<file path="config.mk">
export PLATFORM = sky130hd
export DESIGN_NAME = v_mem_ld_2_flat
export DESIGN_NICKNAME = d
export VERILOG_FILES = /design/src/rtl/v_mem_ld_2_if.sv /design/src/rtl/v_mem_ld_2.sv /design/src/flat_wrapper.sv
export SDC_FILE = /design/constraint.sdc
export NUM_CORES = 1
export LEC_CHECK = 0
export ABC_CLOCK_PERIOD_IN_PS = 4600
export CAP_MARGIN = 10
export CORE_MARGIN = 3
export CORE_UTILIZATION = 36
export DETAILED_ROUTE_END_ITERATION = 6
export HOLD_SLACK_MARGIN = 0.1
export REMOVE_ABC_BUFFERS = 1
export SLEW_MARGIN = 20
export SYNTH_ARGS = -nofsm -noshare
export SYNTH_HDL_FRONTEND = slang
export SYNTH_SLANG_ARGS = --single-unit
export TNS_END_PERCENT = 5
</file>
<file path="constraint.sdc">
create_clock -name clk -period 4.6 [get_ports clk]
set_input_delay 0.69 -clock clk [delete_from_list [all_inputs] [get_ports clk]]
set_output_delay 0.69 -clock clk [all_outputs]
set_load 0.02 [all_outputs]
</file>
<file path="src/rtl/v_mem_ld_2_if.sv">
// Memory read port of the vector load engine: req/gnt address phase
// followed by a single rvalid data beat per granted request.
interface v_mem_ld_2_if #(
   parameter int MEM_DW = 64,
   parameter int MEM_AW = 32
);
   logic              mem_req_o;
   logic [MEM_AW-1:0] mem_addr_o;
   logic              mem_gnt_i;
   logic              mem_rvalid_i;
   logic [MEM_DW-1:0] mem_rdata_i;

   // load engine side
   modport master (
      output mem_req_o,
      output mem_addr_o,
      input  mem_gnt_i,
      input  mem_rvalid_i,
      input  mem_rdata_i
   );

   // memory side
   modport slave (
      input  mem_req_o,
      input  mem_addr_o,
      output mem_gnt_i,
      output mem_rvalid_i,
      output mem_rdata_i
   );
endinterface

</file>
<file path="src/rtl/v_mem_ld_2.sv">
// Vector unit-stride load engine. Fetches one vector register as NBEAT
// memory beats (one outstanding request at a time), assembles them
// least-significant lane first, then issues a single-cycle writeback.
module v_mem_ld_2 #(
   parameter int VREG_DW = 256,
   parameter int VREG_AW = 5,
   parameter int MEM_DW  = 64,
   parameter int MEM_AW  = 32
) (
   input  logic               clk,
   input  logic               rst,
   input  logic               vld_req_i,
   input  logic [MEM_AW-1:0]  vld_addr_i,
   input  logic [VREG_AW-1:0] vld_vd_i,
   output logic               vld_busy_o,
   v_mem_ld_2_if.master       mem,
   output logic               vid_wb_en_o,
   output logic [VREG_AW-1:0] vid_wb_addr_o,
   output logic [VREG_DW-1:0] vmem_result_o
);

   localparam int NBEAT  = VREG_DW / MEM_DW;
   localparam int BEAT_W = (NBEAT > 1) ? $clog2(NBEAT) : 1;
   localparam int OFF_W  = $clog2(MEM_DW / 8);

   localparam logic [BEAT_W-1:0] LAST_BEAT  = BEAT_W'(NBEAT - 1);
   localparam logic [MEM_AW-1:0] ALIGN_MASK = {{(MEM_AW-OFF_W){1'b1}}, {OFF_W{1'b0}}};

   typedef enum logic [1:0] {
      ST_IDLE = 2'd0,
      ST_REQ  = 2'd1,
      ST_WAIT = 2'd2,
      ST_WB   = 2'd3
   } state_t;

   state_t              state_r;
   state_t              next_state_s;

   logic [MEM_AW-1:0]   base_r;
   logic [MEM_AW-1:0]   base_s;
   logic [VREG_AW-1:0]  vd_r;
   logic [VREG_AW-1:0]  vd_s;
   logic [BEAT_W-1:0]   beat_r;
   logic [BEAT_W-1:0]   beat_s;
   logic [VREG_DW-1:0]  data_r;
   logic [VREG_DW-1:0]  data_s;
   logic [MEM_AW-1:0]   addr_r;
   logic [MEM_AW-1:0]   addr_s;
   logic                busy_r;
   logic                req_r;
   logic                wb_en_r;

   // state register; reset abandons any transfer in flight
   always_ff @(posedge clk) begin
      if (!rst) begin
         state_r <= ST_IDLE;
      end else begin
         state_r <= next_state_s;
      end
   end

   // next-state decode
   always_comb begin
      next_state_s = state_r;
      case (state_r)
         ST_IDLE: begin
            if (vld_req_i) begin
               next_state_s = ST_REQ;
            end else begin
               next_state_s = ST_IDLE;
            end
         end
         ST_REQ: begin
            if (mem.mem_gnt_i) begin
               next_state_s = ST_WAIT;
            end else begin
               next_state_s = ST_REQ;
            end
         end
         ST_WAIT: begin
            if (mem.mem_rvalid_i) begin
               if (beat_r == LAST_BEAT) begin
                  next_state_s = ST_WB;
               end else begin
                  next_state_s = ST_REQ;
               end
            end else begin
               next_state_s = ST_WAIT;
            end
         end
         ST_WB: begin
            next_state_s = ST_IDLE;
         end
         default: begin
            next_state_s = ST_IDLE;
         end
      endcase
   end

   // next values of the datapath and of the registered outputs
   always_comb begin
      base_s = base_r;
      vd_s   = vd_r;
      beat_s = beat_r;
      data_s = data_r;
      case (state_r)
         ST_IDLE: begin
            if (vld_req_i) begin
               base_s = vld_addr_i & ALIGN_MASK;
               vd_s   = vld_vd_i;
               beat_s = {BEAT_W{1'b0}};
               data_s = {VREG_DW{1'b0}};
            end else begin
               base_s = base_r;
            end
         end
         ST_WAIT: begin
            if (mem.mem_rvalid_i) begin
               data_s[int'(beat_r)*MEM_DW +: MEM_DW] = mem.mem_rdata_i;
               if (beat_r != LAST_BEAT) begin
                  beat_s = beat_r + BEAT_W'(1);
               end else begin
                  beat_s = beat_r;
               end
            end else begin
               data_s = data_r;
            end
         end
         default: begin
            data_s = data_r;
         end
      endcase
      // beat address wraps modulo 2^MEM_AW by construction
      addr_s = base_s + (MEM_AW'(beat_s) << OFF_W);
   end

   // datapath and output registers; address only moves when entering REQ
   always_ff @(posedge clk) begin
      if (!rst) begin
         base_r  <= {MEM_AW{1'b0}};
         vd_r    <= {VREG_AW{1'b0}};
         beat_r  <= {BEAT_W{1'b0}};
         data_r  <= {VREG_DW{1'b0}};
         addr_r  <= {MEM_AW{1'b0}};
         busy_r  <= 1'b0;
         req_r   <= 1'b0;
         wb_en_r <= 1'b0;
      end else begin
         base_r  <= base_s;
         vd_r    <= vd_s;
         beat_r  <= beat_s;
         data_r  <= data_s;
         busy_r  <= (next_state_s != ST_IDLE);
         req_r   <= (next_state_s == ST_REQ);
         wb_en_r <= (next_state_s == ST_WB);
         if (next_state_s == ST_REQ) begin
            addr_r <= addr_s;
         end else begin
            addr_r <= addr_r;
         end
      end
   end

   assign vld_busy_o     = busy_r;
   assign mem.mem_req_o  = req_r;
   assign mem.mem_addr_o = addr_r;
   assign vid_wb_en_o    = wb_en_r;
   assign vid_wb_addr_o  = vd_r;
   assign vmem_result_o  = data_r;

endmodule

</file>
<file path="src/flat_wrapper.sv">
// flat-port wrapper written by rule: the top's interface ports become plain ports
module v_mem_ld_2_flat 
#(
   parameter int VREG_DW = 256,
   parameter int VREG_AW = 5,
   parameter int MEM_DW  = 64,
   parameter int MEM_AW  = 32
)
  (clk, rst, vld_req_i, vld_addr_i, vld_vd_i, vld_busy_o, vid_wb_en_o, vid_wb_addr_o, vmem_result_o, mem_mem_req_o, mem_mem_addr_o, mem_mem_gnt_i, mem_mem_rvalid_i, mem_mem_rdata_i);
  v_mem_ld_2_if #(.MEM_DW(MEM_DW), .MEM_AW(MEM_AW)) mem_i ();
  input  logic clk;
  input  logic rst;
  input  logic vld_req_i;
  input  logic [MEM_AW-1:0] vld_addr_i;
  input  logic [VREG_AW-1:0] vld_vd_i;
  output logic vld_busy_o;
  output logic vid_wb_en_o;
  output logic [VREG_AW-1:0] vid_wb_addr_o;
  output logic [VREG_DW-1:0] vmem_result_o;
  output wire logic [$bits(mem_i.mem_req_o)-1:0] mem_mem_req_o;
  output wire logic [$bits(mem_i.mem_addr_o)-1:0] mem_mem_addr_o;
  input wire logic [$bits(mem_i.mem_gnt_i)-1:0] mem_mem_gnt_i;
  input wire logic [$bits(mem_i.mem_rvalid_i)-1:0] mem_mem_rvalid_i;
  input wire logic [$bits(mem_i.mem_rdata_i)-1:0] mem_mem_rdata_i;
  assign mem_mem_req_o = mem_i.mem_req_o;
  assign mem_mem_addr_o = mem_i.mem_addr_o;
  assign mem_i.mem_gnt_i = mem_mem_gnt_i;
  assign mem_i.mem_rvalid_i = mem_mem_rvalid_i;
  assign mem_i.mem_rdata_i = mem_mem_rdata_i;
  v_mem_ld_2 #(.VREG_DW(VREG_DW), .VREG_AW(VREG_AW), .MEM_DW(MEM_DW), .MEM_AW(MEM_AW)) u_core (.clk(clk), .rst(rst), .vld_req_i(vld_req_i), .vld_addr_i(vld_addr_i), .vld_vd_i(vld_vd_i), .vld_busy_o(vld_busy_o), .mem(mem_i), .vid_wb_en_o(vid_wb_en_o), .vid_wb_addr_o(vid_wb_addr_o), .vmem_result_o(vmem_result_o));
endmodule
</file>
==> reports/qor.yml <==
cts.repair_timing.setup_buffer_count: 0
cts-root-buf: "sky130_fd_sc_hd__clkbuf_16"
floorplan.die_area_um2: 37100
dpl.hpwl_um: 30600
finalMaxSlewViolations: 0
maxSlewHeadroom: 0.386
maxcap_violations: 0
placementRows: 67
synth_seq_cells: 332
ys_dominant_reg_cell: "sky130_fd_sc_hd__dfxtp_1"
fin_crit_ns: 3.34
netlist_area_um2: 12500
timing.critical_path.depth: 11
rsz0062_at_grt: "false"
achievable-frequency_mhz: 299
final_layout_size_suffix_gt1_frac: 0.0627
synth_compound_gate_area_share: 0.190
synth_top_family_by_area: "simple AND/OR/NAND/NOR gates"
synthSimpleGateAreaFrac: 0.196
cts_buffer_depth: 3
wirelength_um: 45800
grt_antenna_before_repair: 3
port_buffers: 398
postSynthAreaPerCell_um2: 8.95
ys_async_sr_fraction: 0
yosys.area.top_type: "sky130_fd_sc_hd__dfxtp_1"
critical_path.top_delay_family: "compound AO/OA/AOI/OAI gates"
reg2regPathDepth: 10
hold_ws_ns: 0.448
fin_worst_skew_ns: 0.0124
grt_max_degree: 139
tritoncts: "done"
timing.critical_path.cells: "clkdlybuf4s50_1 -> nand2b_1 -> o22ai_1 -> a22o_1 -> ha_1 -> fa_1 -> and2_1 -> and4_1 -> o21a_1 -> a311o_1 -> o211ai_1"
tritoncts.num_buffers: 38
data_arrival_time_of_the_critical_path_ns: 3.77
layout.nets: 1856
synth_edf_count: 0
cp_slowest_stage_delay_ns: 0.59
post_layout_nonfiller_instances: 2221
grt_pass1_vias: 11600
crit_path_max_fanout: 10
adder_cell_fraction_of_synth_area: 0.00858
drc_errors: 0
routedWlPerCell_um: 20.6
parity_gate_share_of_the_synthesized_area_counting_xor_and_xnor_cells: 0.00559
pwr_density_cell_nw_per_um2: 371
layout-area-overhead-vs-synth_pct: 45.0
fin_crit_sh: 0.726
post_synth_mux_area_share: 0.0277
insertion_delay_ns: 0.51
design.core.area_um2: 34000
routed_via_density: 5.36
worst_path_max_delay_cell: "sky130_fd_sc_hd__clkdlybuf4s50_1"
h-tree-depth: 2
postCtsHoldBufs: 0
num-fill-cells: 3137
globalplace.congestion: 0.816
number_of_detailed_route_iterations_in_the_first_pass: 5
vdd.ir_drop.worst_mv: 0.266
fin_util: 0.536
die-width_um: 193
hold_path.class: "register to register"
finalSetupViolations: 0
initial_utilization: 0.369
grt_util_all_layers: 0.239
power_leakage_nw: 6.28
cts.clk_slew.worst_paths_ns: 0.06
timing.hold.worst_path_depth: 2
synth_cells: 1401
gr-total-overflow: 0
dr_total_vias: 11900
final_critical_path_setup_slack_ns: 1.26
ant_nets: 0
worst-path-buf-inv: 1
synth_seq_area_share: 0.530
cp-start-kind: "primary input"
post_synth_main_area_contributors: "sky130_fd_sc_hd__dfxtp_1, sky130_fd_sc_hd__a22oi_1, sky130_fd_sc_hd__nor2_1, sky130_fd_sc_hd__nand3_1, sky130_fd_sc_hd__nand2_1"
drt_first_iter_violations: 677
ctsResizeCount: 0
worstSetupEndpointType: "register"
synthDominantCellAreaShare: 0.530
cp.required_ns: 5.03
die_height_um: 193
placedCellCount: 2150
tritoncts_num_sinks: 332
number_of_i_o_pins: 402
path_class: "primary input to register"
synthesis.yosys.warnings: 0
grt_first_pass_wirelength_um: 69700
status: "finished, final reports clean"
worst_slew_pin_tran_ns: 0.921
final-hold-violation-count: 0
library_cells_used_by_synthesis: 66
place_ws_ns: 0.749
worst min-delay path: cells and delay by family (launching register included):
kind             cells  cell delay, ns
AO/OA/AOI/OAI        1            0.05
flip-flops           1            0.30
AND/OR/NAND/NOR      1            0.05
per-layer routing:
metal,part of all wire,global-route usage,vias to the layer above
li1,-,-,5689
met1,0.41,0.300,5748
met2,0.47,0.390,393
met3,0.081,0.0685,79
met4,0.037,0.0908,0
met5,0,0,-
flip-flops by register name (all words and copies together), names as in the netlist:
name / count
u_core.vld_busy_o: 1
u_core.mem.mem_addr_o: 32
u_core.mem.mem_req_o: 1
u_core.vid_wb_addr_o: 5
u_core.state_r: 2
u_core.vmem_result_o: 256
u_core.base_r: 32
u_core.beat_r: 2
u_core.vid_wb_en_o: 1
worst paths after layout:
kind,startpoint,to,slack [ns]
hold reg to reg,u_core.vmem_result_o[128]$_SDFFE_PN0P_,u_core.vmem_result_o[128]$_SDFFE_PN0P_,0.45
hold / removal,u_core.vmem_result_o[128]$_SDFFE_PN0P_,u_core.vmem_result_o[128]$_SDFFE_PN0P_,0.45
setup reg to reg,u_core.state_r[0]$_SDFF_PN0_,u_core.mem.mem_addr_o[17]$_SDFFE_PN0P_,1.38
setup / recovery,mem_mem_rvalid_i,u_core.mem.mem_addr_o[17]$_SDFFE_PN0P_,1.26
cell type report:
cell class	instances	area, um^2	area share
sequential	332	6650	0.366
multi-input combinational	939	5410	0.298
timing repair buffer	421	4200	0.231
clock buffer	58	1150	0.0631
tap	448	561	0.0308
clock inverter	10	160	0.00881
inverter	10	45.0	0.00248
antenna	3	7.51	0.000413
Yosys cell counts, types with 2 or more instances:
library cell,instances
sky130_fd_sc_hd__mux2i_1,29
sky130_fd_sc_hd__nand2b_1,2
sky130_fd_sc_hd__buf_1,2
sky130_fd_sc_hd__o221ai_1,2
sky130_fd_sc_hd__a21oi_1,84
sky130_fd_sc_hd__o21ai_0,12
sky130_fd_sc_hd__nor2_1,224
sky130_fd_sc_hd__or4_1,3
sky130_fd_sc_hd__and2_1,10
sky130_fd_sc_hd__o22ai_1,5
sky130_fd_sc_hd__nor4_1,3
sky130_fd_sc_hd__mux2_2,5
sky130_fd_sc_hd__a311o_1,2
sky130_fd_sc_hd__o211ai_1,9
sky130_fd_sc_hd__clkbuf_1,101
sky130_fd_sc_hd__a22oi_1,192
sky130_fd_sc_hd__dfxtp_1,332
sky130_fd_sc_hd__xor2_1,2
sky130_fd_sc_hd__ha_1,7
sky130_fd_sc_hd__and3_1,9
sky130_fd_sc_hd__buf_6,2
sky130_fd_sc_hd__nor3_1,15
sky130_fd_sc_hd__nand3b_1,2
sky130_fd_sc_hd__or2_2,2
sky130_fd_sc_hd__xnor2_1,6
sky130_fd_sc_hd__nor4_4,3
sky130_fd_sc_hd__or3_1,4
sky130_fd_sc_hd__a211oi_1,3
sky130_fd_sc_hd__o21ai_1,2
sky130_fd_sc_hd__nand2_1,123
sky130_fd_sc_hd__nor3b_1,5
sky130_fd_sc_hd__and4_1,4
sky130_fd_sc_hd__a21o_1,7
sky130_fd_sc_hd__o31ai_1,7
sky130_fd_sc_hd__a22o_1,2
sky130_fd_sc_hd__nand3_1,113
sky130_fd_sc_hd__buf_2,15
sky130_fd_sc_hd__inv_1,8
sky130_fd_sc_hd__inv_2,2
sky130_fd_sc_hd__nand4_1,15
cell families (layout without fill, tap and decap cells):
group	Yosys count	in the layout
buf+inv	130	499
other cells	0	3
flops	332	332
simple gates	544	544
mux	34	34
compound gates	345	345
fa+ha+maj	8	8
xor+xnor	8	8
stage by stage:
stage	area [um^2]	total power [mW]	setup TNS, ns
after floorplan	12100	3.33	-64.46
after global placement	16900	3.69	0
after detailed placement	16900	3.69	0
after CTS	18200	6.83	0
after global routing	18200	7.01	0
final	18200	6.75	0
cell usage in the layout, fill, tap and decap left out, types with 3 or more instances in the layout:
cell	n
sky130_fd_sc_hd__diode_2	3
sky130_fd_sc_hd__nor3b_1	4
sky130_fd_sc_hd__a22oi_1	192
sky130_fd_sc_hd__mux2i_1	29
sky130_fd_sc_hd__a21oi_1	83
sky130_fd_sc_hd__or4_1	3
sky130_fd_sc_hd__clkinv_2	3
sky130_fd_sc_hd__o211ai_1	9
sky130_fd_sc_hd__nand2_1	123
sky130_fd_sc_hd__clkdlybuf4s50_1	397
sky130_fd_sc_hd__nor4_1	3
sky130_fd_sc_hd__nor3_1	13
sky130_fd_sc_hd__clkbuf_16	39
sky130_fd_sc_hd__mux2_2	5
sky130_fd_sc_hd__buf_4	19
sky130_fd_sc_hd__xnor2_1	6
sky130_fd_sc_hd__o21ai_0	12
sky130_fd_sc_hd__o22ai_1	5
sky130_fd_sc_hd__ha_1	7
sky130_fd_sc_hd__bufinv_16	4
sky130_fd_sc_hd__and4_1	4
sky130_fd_sc_hd__nand4_1	15
sky130_fd_sc_hd__buf_12	4
sky130_fd_sc_hd__nor2_1	224
sky130_fd_sc_hd__nor4_4	3
sky130_fd_sc_hd__inv_1	8
sky130_fd_sc_hd__a211oi_1	3
sky130_fd_sc_hd__a21o_2	4
sky130_fd_sc_hd__and2_1	10
sky130_fd_sc_hd__a21o_1	3
sky130_fd_sc_hd__nand3_1	113
sky130_fd_sc_hd__or3_1	4
sky130_fd_sc_hd__clkbuf_1	9
sky130_fd_sc_hd__clkbuf_8	10
sky130_fd_sc_hd__and3_1	9
sky130_fd_sc_hd__o31ai_1	7
sky130_fd_sc_hd__dfxtp_1	332
where the power goes:
part / internal [mW] / switching (mW) / leakage (nW)
Sequential: 2.93 / 0.0392 / 2.68
Clock: 1.94 / 1.18 / 0.640
Combinational: 0.238 / 0.418 / 2.95
No activity file was read; power rests on OpenSTA's default activity.
